### src/rtl/muldiv_if.sv
// Operand/result bundle between the EX-stage issue logic and the iterative
// multiply/divide unit.
interface muldiv_if #(
    parameter int bit_size = 32
) ();
    logic                start;
    logic [1:0]          op;
    logic [bit_size-1:0] src1;
    logic [bit_size-1:0] src2;
    logic [bit_size-1:0] hi;
    logic [bit_size-1:0] lo;
    logic                busy;
    logic                done;
    logic                div_by_zero;

    modport master (
        output start, op, src1, src2,
        input  hi, lo, busy, done, div_by_zero
    );

    modport slave (
        input  start, op, src1, src2,
        output hi, lo, busy, done, div_by_zero
    );
endinterface

### src/rtl/muldiv_unit.sv
// Iterative MIPS mult/multu/div/divu: one shift-add or restoring shift-subtract
// step per cycle on magnitudes, sign fix-up and HI/LO write in the FIN cycle.
module muldiv_unit #(
    parameter int bit_size = 32
) (
    input  logic     clk,
    input  logic     rst,
    muldiv_if.slave  bus
);
    localparam int CW = (bit_size > 1) ? $clog2(bit_size) : 1;
    localparam logic [1:0] ST_IDLE = 2'b00;
    localparam logic [1:0] ST_CALC = 2'b01;
    localparam logic [1:0] ST_FIN  = 2'b10;

    logic [1:0]            state_q, state_d;
    logic [CW-1:0]         cnt_q, cnt_d;
    logic [1:0]            op_q, op_d;
    logic [bit_size-1:0]   a_q, a_d;
    logic [bit_size-1:0]   dvd_q, dvd_d;
    logic [2*bit_size:0]   acc_q, acc_d;
    logic                  neg_res_q, neg_res_d;
    logic                  neg_rem_q, neg_rem_d;
    logic                  dbz_q, dbz_d;
    logic [bit_size-1:0]   hi_q, hi_d;
    logic [bit_size-1:0]   lo_q, lo_d;
    logic                  done_q, done_d;
    logic                  dbz_out_q, dbz_out_d;

    logic                  s1_neg_s, s2_neg_s;
    logic [bit_size-1:0]   abs1_s, abs2_s;
    logic [bit_size:0]     sum_s, trial_s;
    logic [2*bit_size:0]   shifted_s;
    logic [2*bit_size-1:0] prod_s;
    logic [bit_size-1:0]   quo_s, rem_s;

    assign s1_neg_s = bus.op[0] & bus.src1[bit_size-1];
    assign s2_neg_s = bus.op[0] & bus.src2[bit_size-1];
    assign abs1_s   = s1_neg_s ? -bus.src1 : bus.src1;
    assign abs2_s   = s2_neg_s ? -bus.src2 : bus.src2;

    // Multiply keeps the multiplier in acc[W-1:0] and accumulates above it;
    // divide keeps remainder:quotient in acc and shifts left each step.
    assign sum_s     = acc_q[0] ? (acc_q[2*bit_size:bit_size] + {1'b0, a_q})
                                : acc_q[2*bit_size:bit_size];
    assign shifted_s = {acc_q[2*bit_size-1:0], 1'b0};
    assign trial_s   = shifted_s[2*bit_size:bit_size] - {1'b0, a_q};

    assign prod_s = neg_res_q ? -acc_q[2*bit_size-1:0] : acc_q[2*bit_size-1:0];
    assign quo_s  = neg_res_q ? -acc_q[bit_size-1:0] : acc_q[bit_size-1:0];
    assign rem_s  = neg_rem_q ? -acc_q[2*bit_size-1:bit_size] : acc_q[2*bit_size-1:bit_size];

    // Next-state logic for the IDLE/CALC/FIN sequencer and datapath
    always_comb begin
        state_d   = state_q;
        cnt_d     = cnt_q;
        op_d      = op_q;
        a_d       = a_q;
        dvd_d     = dvd_q;
        acc_d     = acc_q;
        neg_res_d = neg_res_q;
        neg_rem_d = neg_rem_q;
        dbz_d     = dbz_q;
        hi_d      = hi_q;
        lo_d      = lo_q;
        done_d    = 1'b0;
        dbz_out_d = 1'b0;
        case (state_q)
            ST_IDLE: begin
                if (bus.start) begin
                    state_d   = ST_CALC;
                    cnt_d     = {CW{1'b0}};
                    op_d      = bus.op;
                    dvd_d     = bus.src1;
                    a_d       = bus.op[1] ? abs2_s : abs1_s;
                    acc_d     = {{(bit_size+1){1'b0}}, (bus.op[1] ? abs1_s : abs2_s)};
                    neg_res_d = s1_neg_s ^ s2_neg_s;
                    neg_rem_d = s1_neg_s;
                    dbz_d     = bus.op[1] & (bus.src2 == {bit_size{1'b0}});
                end else begin
                    state_d   = ST_IDLE;
                end
            end
            ST_CALC: begin
                cnt_d = cnt_q + CW'(1);
                if (op_q[1]) begin
                    if (!trial_s[bit_size]) begin
                        acc_d = {trial_s, shifted_s[bit_size-1:1], 1'b1};
                    end else begin
                        acc_d = shifted_s;
                    end
                end else begin
                    acc_d = {1'b0, sum_s, acc_q[bit_size-1:1]};
                end
                if (cnt_q == CW'(bit_size - 1)) begin
                    state_d = ST_FIN;
                end else begin
                    state_d = ST_CALC;
                end
            end
            ST_FIN: begin
                state_d   = ST_IDLE;
                done_d    = 1'b1;
                dbz_out_d = dbz_q;
                if (dbz_q) begin
                    hi_d = {bit_size{1'b0}};
                    lo_d = dvd_q;
                end else if (op_q[1]) begin
                    hi_d = rem_s;
                    lo_d = quo_s;
                end else begin
                    hi_d = prod_s[2*bit_size-1:bit_size];
                    lo_d = prod_s[bit_size-1:0];
                end
            end
            default: begin
                state_d = ST_IDLE;
            end
        endcase
    end

    // State and result registers; reset discards any operation in flight
    always_ff @(posedge clk or negedge rst) begin
        if (!rst) begin
            state_q   <= ST_IDLE;
            cnt_q     <= {CW{1'b0}};
            op_q      <= 2'b00;
            a_q       <= {bit_size{1'b0}};
            dvd_q     <= {bit_size{1'b0}};
            acc_q     <= {(2*bit_size+1){1'b0}};
            neg_res_q <= 1'b0;
            neg_rem_q <= 1'b0;
            dbz_q     <= 1'b0;
            hi_q      <= {bit_size{1'b0}};
            lo_q      <= {bit_size{1'b0}};
            done_q    <= 1'b0;
            dbz_out_q <= 1'b0;
        end else begin
            state_q   <= state_d;
            cnt_q     <= cnt_d;
            op_q      <= op_d;
            a_q       <= a_d;
            dvd_q     <= dvd_d;
            acc_q     <= acc_d;
            neg_res_q <= neg_res_d;
            neg_rem_q <= neg_rem_d;
            dbz_q     <= dbz_d;
            hi_q      <= hi_d;
            lo_q      <= lo_d;
            done_q    <= done_d;
            dbz_out_q <= dbz_out_d;
        end
    end

    assign bus.hi          = hi_q;
    assign bus.lo          = lo_q;
    assign bus.busy        = (state_q != ST_IDLE);
    assign bus.done        = done_q;
    assign bus.div_by_zero = dbz_out_q;
endmodule

### src/flat_wrapper.sv
// flat-port wrapper written by rule: the top's interface ports become plain ports
module muldiv_unit_flat 
#(
    parameter int bit_size = 32
)
  (clk, rst, bus_start, bus_op, bus_src1, bus_src2, bus_hi, bus_lo, bus_busy, bus_done, bus_div_by_zero);
  muldiv_if #(.bit_size(bit_size)) bus_i ();
  input  logic clk;
  input  logic rst;
  input wire logic [$bits(bus_i.start)-1:0] bus_start;
  input wire logic [$bits(bus_i.op)-1:0] bus_op;
  input wire logic [$bits(bus_i.src1)-1:0] bus_src1;
  input wire logic [$bits(bus_i.src2)-1:0] bus_src2;
  output wire logic [$bits(bus_i.hi)-1:0] bus_hi;
  output wire logic [$bits(bus_i.lo)-1:0] bus_lo;
  output wire logic [$bits(bus_i.busy)-1:0] bus_busy;
  output wire logic [$bits(bus_i.done)-1:0] bus_done;
  output wire logic [$bits(bus_i.div_by_zero)-1:0] bus_div_by_zero;
  assign bus_i.start = bus_start;
  assign bus_i.op = bus_op;
  assign bus_i.src1 = bus_src1;
  assign bus_i.src2 = bus_src2;
  assign bus_hi = bus_i.hi;
  assign bus_lo = bus_i.lo;
  assign bus_busy = bus_i.busy;
  assign bus_done = bus_i.done;
  assign bus_div_by_zero = bus_i.div_by_zero;
  muldiv_unit #(.bit_size(bit_size)) u_core (.clk(clk), .rst(rst), .bus(bus_i));
endmodule
### config.mk
export PLATFORM = sky130hd
export DESIGN_NAME = muldiv_unit_flat
export DESIGN_NICKNAME = d
export VERILOG_FILES = /design/src/rtl/muldiv_if.sv /design/src/rtl/muldiv_unit.sv /design/src/flat_wrapper.sv
export SDC_FILE = /design/constraint.sdc
export NUM_CORES = 1
export LEC_CHECK = 0
export ABC_AREA = 1
export CORE_UTILIZATION = 40
export DETAILED_ROUTE_END_ITERATION = 10
export HOLD_SLACK_MARGIN = 0.1
export SYNTH_ARGS = -nofsm -noshare
export SYNTH_HDL_FRONTEND = slang
export SYNTH_SLANG_ARGS = --single-unit
### constraint.sdc
create_clock -name clk -period 6.38 [get_ports clk]
set_input_delay 1.914 -clock clk [delete_from_list [all_inputs] [get_ports clk]]
set_output_delay 1.914 -clock clk [all_outputs]
set_load 0.03 [all_outputs]
==> results_tabular.tex, run 1 <==
\begin{tabular}{lr}
\hline
Metric & Value \\
\hline
\multicolumn{2}{l}{\textbf{Cells and area}} \\
\quad Most frequent cells in the layout & sky130\_fd\_sc\_hd\_\_nand2\_1 (1133), sky130\_fd\_sc\_hd\_\_inv\_1 (417), sky130\_fd\_sc\_hd\_\_nand3\_1 (287) \\
\quad Area Growth Syn to Fin & 14.7\% \\
\quad Number of antenna repair diodes & 0 \\
\quad Commonest non-fill, non-tap cell in the layout & sky130\_fd\_sc\_hd\_\_nand2\_1 \\
\quad Finished Layout Cells & 3917 \\
\quad Final nets & 3433 \\
\quad Number of filler instances in the final layout & 5068 \\
\quad Share of final-layout standard cells stronger than drive strength 1 & 0.0447 \\
\multicolumn{2}{l}{\textbf{Clocking}} \\
\quad Clock transition at the registers of the reported paths & 0.06 ns \\
\quad Number of CTS-inserted buffers & 26 \\
\quad Clk root buf & sky130\_fd\_sc\_hd\_\_clkbuf\_16 \\
\quad H-tree levels & 1 \\
\quad TritonCTS clock tree & built \\
\quad Setup Buffers After CTS & 0 \\
\quad CTS Buffer Depth & 3 \\
\quad Post-cts gate resize count & 0 \\
\quad Later-pin clock latency in the skew report & 0.56 ns \\
\quad Clock sink count & 206 \\
\quad Number of hold buffers added after CTS & 0 \\
\multicolumn{2}{l}{\textbf{Pwr}} \\
\quad Standby leakage power & 11.0 nW \\
\quad Max IR drop VDD & 0.303 mV \\
\quad Pwr per Cell Area & 589 nW/um2 \\
\multicolumn{2}{l}{\textbf{Yosys}} \\
\quad Adder-cell area share of the yosys netlist & 0.0483 \\
\quad Fraction of registers with async set/reset & 1.00 \\
\quad Gate count after technology mapping & 3211 \\
\quad Flop and latch count out of synthesis & 206 \\
\quad Number of enable flip-flop cells after synthesis & 0 \\
\quad Warning count from the yosys run & 0 \\
\quad Compound-cell area share of the yosys netlist & 0.145 \\
\quad Synthesized area & 19200 um2 \\
\quad Basic-gate share of the synthesized area counting and, or, nand and nor cells & 0.399 \\
\quad Most frequently used flop master after synthesis & sky130\_fd\_sc\_hd\_\_dfrtp\_1 \\
\quad Mapped Avg Cell Area & 5.99 um2 \\
\quad Mux contribution to synthesized area & 0 \\
\quad Number of nets produced by synthesis & 3353 \\
\quad Part of the Yosys area used for sequential elements & 0.268 \\
\quad Number of distinct library cells after synthesis & 59 \\
\quad Share of the synthesized netlist area taken by xor and xnor gates & 0.0323 \\
\quad Largest family of logic cells by synthesized area & simple AND/OR/NAND/NOR gates \\
\multicolumn{2}{l}{\textbf{Routing}} \\
\quad Post-route DRC & 0 \\
\quad Routed vias & 21500 \\
\quad WL final & 83.8 mm \\
\quad Met2 layer wire length in the routed design & 37.0 mm \\
\quad Router iterations before antenna repair & 5 \\
\quad Wire length per cell after detailed routing & 21.4 um \\
\quad Violation count after the first detailed-routing iteration & 2050 \\
\quad Uppermost layer routed & met4 \\
\quad Vias per std cell & 5.50 \\
\quad Detail Route Antenna Nets & 0 \\
\quad Routed metal-1 wirelength & 37.3 mm \\
\quad Met3 Routed Length & 5.70 mm \\
\multicolumn{2}{l}{\textbf{Timing}} \\
\quad Hold Fails Final Rpt & 0 \\
\quad Worst-Margin Slew & 0.999 ns \\
\quad Final Critical Period & 4.35 ns \\
\quad Unrepaired setup endpoints after global routing & false \\
\quad Fin Setup TNS & 0 ns \\
\quad Tcrit/Tclk final & 0.681 \\
\quad Worst clock skew & 0.0155 ns \\
\quad Final-report max-slew violation count & 0 \\
\quad Maximum clock frequency & 230 MHz \\
\quad Final Setup Violations & 0 \\
\quad Headroom to the max-slew limit & 0.334 \\
\multicolumn{2}{l}{\textbf{Global route}} \\
\quad Global-route wire length before repair & 125 mm \\
\quad Largest net degree at the start of global routing & 98 \\
\quad Number of global-route vias before repair & 20200 \\
\quad Combined global-route utilization of all metal layers & 0.336 \\
\quad Total overflow reported by the global router & 0 \\
\quad Initial antenna violation count & 1 \\
\multicolumn{2}{l}{\textbf{Critical path}} \\
\quad Worst r2r path cells & 16 \\
\quad Endpoint arrival time on the critical path & 4.78 ns \\
\quad Endpoint kind of the worst setup timing path & register \\
\quad Worst setup SP type & register \\
\quad Required time reported for the critical path endpoint & 6.82 ns \\
\quad WS Path Type & reg2reg \\
\quad Highest fanout seen on the critical path & 37 \\
\multicolumn{2}{l}{\textbf{Floorplanning}} \\
\quad Height of the die & 221 um \\
\quad Number of I/O pins & 136 \\
\quad Initial core utilization & 0.410 \\
\quad Die Width & 221 um \\
\quad Total Die Area & 49000 um2 \\
\quad Floorplan row count & 79 \\
\quad CORE AREA & 47000 um2 \\
\multicolumn{2}{l}{\textbf{Placement}} \\
\quad Post-placement cell count & 3870 \\
\quad Final GP Congestion & 0.985 \\
\quad Detailed Place HPWL & 66.6 mm \\
\quad Port Buffers & 135 \\
\multicolumn{2}{l}{\textbf{Worst hold path}} \\
\quad Depth of the worst hold-timing path & 2 \\
\quad Class of the most critical hold timing path & reg2reg \\
\multicolumn{2}{l}{\textbf{Status}} \\
\quad Status & complete, no violations \\
\multicolumn{2}{l}{\textbf{Run}} \\
\quad Maximum capacitance violations & 0 \\
\hline
\end{tabular}
[flip-flops by register name, summed over array words and instances, names as in the netlist]
name                    count
u_core.dbz_q                1
u_core.bus.lo              32
u_core.a_q                 32
u_core.bus.hi              32
u_core.neg_res_q            1
u_core.neg_rem_q            1
u_core.op_q                 1
u_core.dvd_q               32
u_core.bus.div_by_zero      1
u_core.acc_q               65
u_core.cnt_q                5
u_core.state_q              2
u_core.bus.done             1
[cell usage after synthesis, types with 6 or more instances]
| cell type | number | share of area |
|---|---|---|
| sky130_fd_sc_hd__clkbuf_1 | 66 | 0.013 |
| sky130_fd_sc_hd__inv_2 | 13 | 0.0025 |
| sky130_fd_sc_hd__xnor2_1 | 19 | 0.0086 |
| sky130_fd_sc_hd__buf_2 | 24 | 0.0062 |
| sky130_fd_sc_hd__ha_1 | 71 | 0.046 |
| sky130_fd_sc_hd__o21bai_1 | 6 | 0.0023 |
| sky130_fd_sc_hd__or2_2 | 7 | 0.0023 |
| sky130_fd_sc_hd__nand2_2 | 14 | 0.0046 |
| sky130_fd_sc_hd__nor2_4 | 7 | 0.0041 |
| sky130_fd_sc_hd__nand3_1 | 287 | 0.075 |
| sky130_fd_sc_hd__xor2_1 | 52 | 0.024 |
| sky130_fd_sc_hd__nor2_2 | 21 | 0.0068 |
| sky130_fd_sc_hd__nor3_1 | 16 | 0.0042 |
| sky130_fd_sc_hd__o211ai_1 | 50 | 0.020 |
| sky130_fd_sc_hd__dfrtp_1 | 206 | 0.27 |
| sky130_fd_sc_hd__nand3b_1 | 17 | 0.0066 |
| sky130_fd_sc_hd__nand4_1 | 38 | 0.012 |
| sky130_fd_sc_hd__inv_1 | 417 | 0.081 |
| sky130_fd_sc_hd__nand2_1 | 1135 | 0.22 |
| sky130_fd_sc_hd__o221ai_1 | 8 | 0.0036 |
| sky130_fd_sc_hd__and2_1 | 6 | 0.0020 |
| sky130_fd_sc_hd__o21ai_1 | 31 | 0.0081 |
| sky130_fd_sc_hd__a22oi_1 | 12 | 0.0047 |
| sky130_fd_sc_hd__a21oi_1 | 186 | 0.048 |
| sky130_fd_sc_hd__o21ai_0 | 168 | 0.044 |
| sky130_fd_sc_hd__nor2_1 | 257 | 0.050 |
| sky130_fd_sc_hd__buf_1 | 14 | 0.0027 |
[power breakdown]
group	leakage, nW	switching, mW	internal [mW]
sequential	2.63	0.941	1.81
combinational	7.95	5.80	2.78
clock	0.462	0.623	1.03
total	11.0	7.37	5.62
[final timing paths]
| check | slack (ns) | from | endpoint |
|---|---|---|---|
| max | 2.03 | u_core.acc_q[58] | u_core.acc_q[38] |
| max reg2reg | 2.03 | u_core.acc_q[58] | u_core.acc_q[38] |
| max in group asynchronous | 3.84 | rst | u_core.op_q[1] |
| min reg2reg | 0.48 | u_core.bus.hi[4] | u_core.bus.hi[4] |
| min | 0.48 | u_core.bus.hi[4] | u_core.bus.hi[4] |
| min in group asynchronous | 1.42 | rst | u_core.dvd_q[10] |
[cells by family (layout without fill, tap and decap cells)]
| logic type | after synthesis | in the layout |
|---|---|---|
| flops | 206 | 206 |
| xor+xnor | 71 | 71 |
| buf+inv | 538 | 637 |
| simple gates | 1827 | 1827 |
| compound gates | 496 | 496 |
| fa+ha+maj | 73 | 73 |
[metrics by stage]
step | total power, mW | hold slack [ns] | setup WS (ns) | cell area, um2 | utilization
after floorplan | 8.34 | 0.449 | 3.18 | 19200 | -
after global placement | 11.1 | 0.465 | 1.47 | 21100 | 0.450
after detailed placement | 11.2 | 0.465 | 1.56 | 21100 | 0.450
after CTS | 12.9 | 0.486 | 2.10 | 22100 | 0.470
after global routing | 14.1 | 0.499 | 1.67 | 22100 | 0.470
final | 13.0 | 0.482 | 2.03 | 22100 | 0.470
[final cells by class]
class	instances	area [um2]	share of cell area
Clock buffer	38	766	0.0347
Clock inverter	9	184	0.00833
Inverter	431	1620	0.0733
Multi-Input combinational cell	2467	12000	0.546
Sequential cell	206	5160	0.234
Tap cell	607	759	0.0344
Timing Repair Buffer	159	1550	0.0701
[per-layer routing]
metal | track usage | up-vias
li1 | - | 10500
met1 | 0.462 | 10000
met2 | 0.535 | 889
met3 | 0.0414 | 149
met4 | 0.133 | 0
met5 | 0 | -
[critical path, cell delays in order, from the launching register on]
cell	delay (ns)
sky130_fd_sc_hd__dfrtp_1	0.81
sky130_fd_sc_hd__ha_1	0.42
sky130_fd_sc_hd__nand2_1	0.11
sky130_fd_sc_hd__nand2_1	0.08
sky130_fd_sc_hd__a21oi_1	0.13
sky130_fd_sc_hd__nand2_1	0.07
sky130_fd_sc_hd__a21oi_1	0.15
sky130_fd_sc_hd__nand2_1	0.08
sky130_fd_sc_hd__nand2_1	0.09
sky130_fd_sc_hd__a21oi_1	0.08
sky130_fd_sc_hd__or2_2	0.29
sky130_fd_sc_hd__ha_1	0.82
sky130_fd_sc_hd__inv_2	0.48
sky130_fd_sc_hd__a21oi_1	0.22
sky130_fd_sc_hd__o21ai_0	0.17
sky130_fd_sc_hd__nand3_1	0.15
sky130_fd_sc_hd__nand2_1	0.06
Power figures use the tool's default switching activity.
==> run 2: changes to the inputs <==
==> constraint.sdc (replaced) <==
create_clock -name clk -period 4.3 [get_ports clk]
set_input_delay 1.29 -clock clk [delete_from_list [all_inputs] [get_ports clk]]
set_output_delay 1.29 -clock clk [all_outputs]
set_load 0.03 [all_outputs]
==> run 2 against run 1 <==
- combinational power grew 55%
- register-to-register slack lost 1.4 ns
- utilization grew 0.50 points
- clock skew shrank 0.0011 ns
- final cell count grew 0.92%
- routed wire length grew 1.1%
- non-clock buffer count grew 33
- hold slack lost 0.0060 ns
- worst setup slack lost 1.4 ns
- critical path type unchanged
- highest routed layer unchanged
- largest cell class unchanged
- critical endpoint is now u_core.acc_q[36]
==> results_tabular.tex, run 2 (same netlist as run 1, synthesis figures left out) <==
\begin{tabular}{lr}
\hline
Metric & Value \\
\hline
\multicolumn{2}{l}{\textbf{Cells and area}} \\
\quad Most frequent cells in the layout & sky130\_fd\_sc\_hd\_\_nand2\_1 (1133), sky130\_fd\_sc\_hd\_\_inv\_1 (417), sky130\_fd\_sc\_hd\_\_nand3\_1 (287) (unchanged) \\
\quad Final instance area & 22300 um2 (was 22100 um2) \\
\quad Number of filler instances in the final layout & 4999 (was 5068) \\
\quad Register ranked first by flip-flop count & u\_core.acc\_q (unchanged) \\
\quad Max reg flops & 65 (unchanged) \\
\quad Share of final-layout standard cells stronger than drive strength 1 & 0.0553 (was 0.0447) \\
\quad Number of antenna repair diodes & 0 (unchanged) \\
\quad Commonest non-fill, non-tap cell in the layout & sky130\_fd\_sc\_hd\_\_nand2\_1 (unchanged) \\
\quad Area Growth Syn to Fin & 16.0\% (was 14.7\%) \\
\quad Final nets & 3467 (was 3433) \\
\multicolumn{2}{l}{\textbf{Timing}} \\
\quad Post-route setup slack & 0.595 ns (was 2.03 ns) \\
\quad Unrepaired setup endpoints after global routing & false (unchanged) \\
\quad Final Critical Period & 3.70 ns (was 4.35 ns) \\
\quad Worst-Margin Slew & 0.983 ns (was 0.999 ns) \\
\quad Tcrit/Tclk final & 0.862 (was 0.681) \\
\quad Headroom to the max-slew limit & 0.345 (was 0.334) \\
\quad Worst clock skew & 0.0144 ns (was 0.0155 ns) \\
\quad Worst Hold Slack & 0.476 ns (was 0.482 ns) \\
\quad Fin Setup TNS & 0 ns (unchanged) \\
\quad Final-report max-slew violation count & 0 (unchanged) \\
\quad Final Setup Violations & 0 (unchanged) \\
\quad Hold Fails Final Rpt & 0 (unchanged) \\
\quad Maximum clock frequency & 270 MHz (was 230 MHz) \\
\multicolumn{2}{l}{\textbf{Floorplanning}} \\
\quad Initial core utilization & 0.410 (unchanged) \\
\quad Number of I/O pins & 136 (unchanged) \\
\quad Total Die Area & 49000 um2 (unchanged) \\
\quad CORE AREA & 47000 um2 (unchanged) \\
\quad Die Width & 221 um (unchanged) \\
\quad Height of the die & 221 um (unchanged) \\
\quad Floorplan row count & 79 (unchanged) \\
\multicolumn{2}{l}{\textbf{Placement}} \\
\quad Final GP Congestion & 1.05 (was 0.985) \\
\quad Dpl ws & 0.618 ns (was 1.56 ns) \\
\quad Total placed instance area & 21400 um2 (was 21100 um2) \\
\quad Port Buffers & 135 (unchanged) \\
\quad Detailed Place HPWL & 68.5 mm (was 66.6 mm) \\
\multicolumn{2}{l}{\textbf{Global route}} \\
\quad Number of global-route vias before repair & 20500 (was 20200) \\
\quad Global-route wire length before repair & 127 mm (was 125 mm) \\
\quad Total overflow reported by the global router & 0 (unchanged) \\
\quad Initial antenna violation count & 0 (was 1) \\
\quad Combined global-route utilization of all metal layers & 0.341 (was 0.336) \\
\quad Largest net degree at the start of global routing & 77 (was 98) \\
\multicolumn{2}{l}{\textbf{Routing}} \\
\quad Violation count after the first detailed-routing iteration & 2099 (was 2050) \\
\quad Wire length per cell after detailed routing & 21.4 um (about the same) \\
\quad Detail Route Antenna Nets & 0 (unchanged) \\
\quad Vias per std cell & 5.51 (was 5.50) \\
\quad WL final & 84.8 mm (was 83.8 mm) \\
\quad Router iterations before antenna repair & 7 (was 5) \\
\quad Routed vias & 21800 (was 21500) \\
\quad Post-route DRC & 0 (unchanged) \\
\multicolumn{2}{l}{\textbf{Critical path}} \\
\quad Destination of the worst register-to-register timing path & u\_core.acc\_q[36] (was u\_core.acc\_q[38]) \\
\quad Endpoint arrival time on the critical path & 4.13 ns (was 4.78 ns) \\
\quad Critical Path Sink & u\_core.acc\_q[36] (was u\_core.acc\_q[38]) \\
\quad Flop-to-flop setup slack & 0.60 ns (was 2.03 ns) \\
\quad Required time reported for the critical path endpoint & 4.72 ns (was 6.82 ns) \\
\quad Launching point of the worst reg2reg path & u\_core.acc\_q[31] (was u\_core.acc\_q[58]) \\
\quad Endpoint kind of the worst setup timing path & register (unchanged) \\
\quad Worst setup path startpoint & u\_core.acc\_q[31] (was u\_core.acc\_q[58]) \\
\quad Worst r2r path cells & 19 (was 16) \\
\quad Highest fanout seen on the critical path & 32 (was 37) \\
\quad Worst setup SP type & register (unchanged) \\
\quad WS Path Type & reg2reg (unchanged) \\
\multicolumn{2}{l}{\textbf{Clocking}} \\
\quad Clk root buf & sky130\_fd\_sc\_hd\_\_clkbuf\_16 (unchanged) \\
\quad Number of CTS-inserted buffers & 27 (was 26) \\
\quad CTS Buffer Depth & 3 (unchanged) \\
\quad Post-cts gate resize count & 0 (unchanged) \\
\quad Number of hold buffers added after CTS & 0 (unchanged) \\
\quad TritonCTS clock tree & built (unchanged) \\
\quad Later-pin clock latency in the skew report & 0.57 ns (was 0.56 ns) \\
\quad Setup Buffers After CTS & 0 (unchanged) \\
\quad Clock sink count & 206 (unchanged) \\
\quad Clock transition at the registers of the reported paths & 0.06 ns (about the same) \\
\quad H-tree levels & 1 (unchanged) \\
\multicolumn{2}{l}{\textbf{Pwr}} \\
\quad Max IR drop VDD & 0.524 mV (was 0.303 mV) \\
\quad Standby leakage power & 11.2 nW (was 11.0 nW) \\
\quad Pwr per Cell Area & 875 nW/um2 (was 589 nW/um2) \\
\multicolumn{2}{l}{\textbf{Status}} \\
\quad Status & complete, no violations (unchanged) \\
\multicolumn{2}{l}{\textbf{Run}} \\
\quad Maximum capacitance violations & 0 (unchanged) \\
\multicolumn{2}{l}{\textbf{Worst hold path}} \\
\quad Class of the most critical hold timing path & reg2reg (unchanged) \\
\hline
\end{tabular}
[run 2: area by class of cell]
type / instances / area (um2) / area share
timing repair buffer: 192 / 1820 / 0.0816
clock inverter: 14 / 154 / 0.00690
clock buffer: 36 / 759 / 0.0340
tap: 607 / 759 / 0.0340
sequential: 206 / 5160 / 0.231
inverter: 431 / 1620 / 0.0725
multi-input combinational: 2467 / 12000 / 0.540
[run 2: report_power, final]
group	switching (mW)	internal (mW)	total, mW
registers	1.15	2.69	3.84
clock network	0.972	1.37	2.34
logic	8.98	4.35	13.3
total	11.1	8.41	19.5
[run 2: critical path, stage by stage (launching register included)]
cell                       delay, ns
sky130_fd_sc_hd__dfrtp_1        0.49
sky130_fd_sc_hd__inv_1          0.14
sky130_fd_sc_hd__ha_1           0.25
sky130_fd_sc_hd__fa_1           0.40
sky130_fd_sc_hd__inv_1          0.12
sky130_fd_sc_hd__nand2_1        0.06
sky130_fd_sc_hd__nand3b_1       0.15
sky130_fd_sc_hd__nand2_1        0.09
sky130_fd_sc_hd__nand2_1        0.17
sky130_fd_sc_hd__nand2_1        0.10
sky130_fd_sc_hd__nand2_1        0.07
sky130_fd_sc_hd__nand2_1        0.06
sky130_fd_sc_hd__a21oi_1        0.13
sky130_fd_sc_hd__or2_2          0.14
sky130_fd_sc_hd__ha_1           0.28
sky130_fd_sc_hd__inv_2          0.15
sky130_fd_sc_hd__buf_12         0.19
sky130_fd_sc_hd__nand2_1        0.16
sky130_fd_sc_hd__o221ai_1       0.28
sky130_fd_sc_hd__o22ai_1        0.10
[run 2: worst min path at each step]
stage	from	to	cells after the start
after floorplan	u_core.dvd_q[24]	u_core.dvd_q[24]	2
after global placement	u_core.bus.hi[27]	u_core.bus.hi[27]	2
after detailed placement	u_core.dvd_q[5]	u_core.dvd_q[5]	2
after CTS	u_core.dvd_q[5]	u_core.dvd_q[5]	2
after global routing	u_core.bus.hi[13]	u_core.bus.hi[13]	2
final	u_core.dvd_q[5]	u_core.dvd_q[5]	2
[run 2: per-layer routing]
layer | up-vias | global-route usage | part of all wire
li1 | 10500 | - | -
met4 | 0 | 0.156 | 0.054
met5 | - | 0 | 0
met2 | 906 | 0.528 | 0.43
met3 | 184 | 0.0605 | 0.077
met1 | 10100 | 0.461 | 0.44
[run 2: stage by stage]
stage                util  power, mW  instances
floorplan               -       12.4       3211
global placement    0.456       16.8       3903
detailed placement  0.456       16.9       3903
CTS                 0.475       19.3       3953
global route        0.475       21.2       3953
finish              0.475       19.5       3953
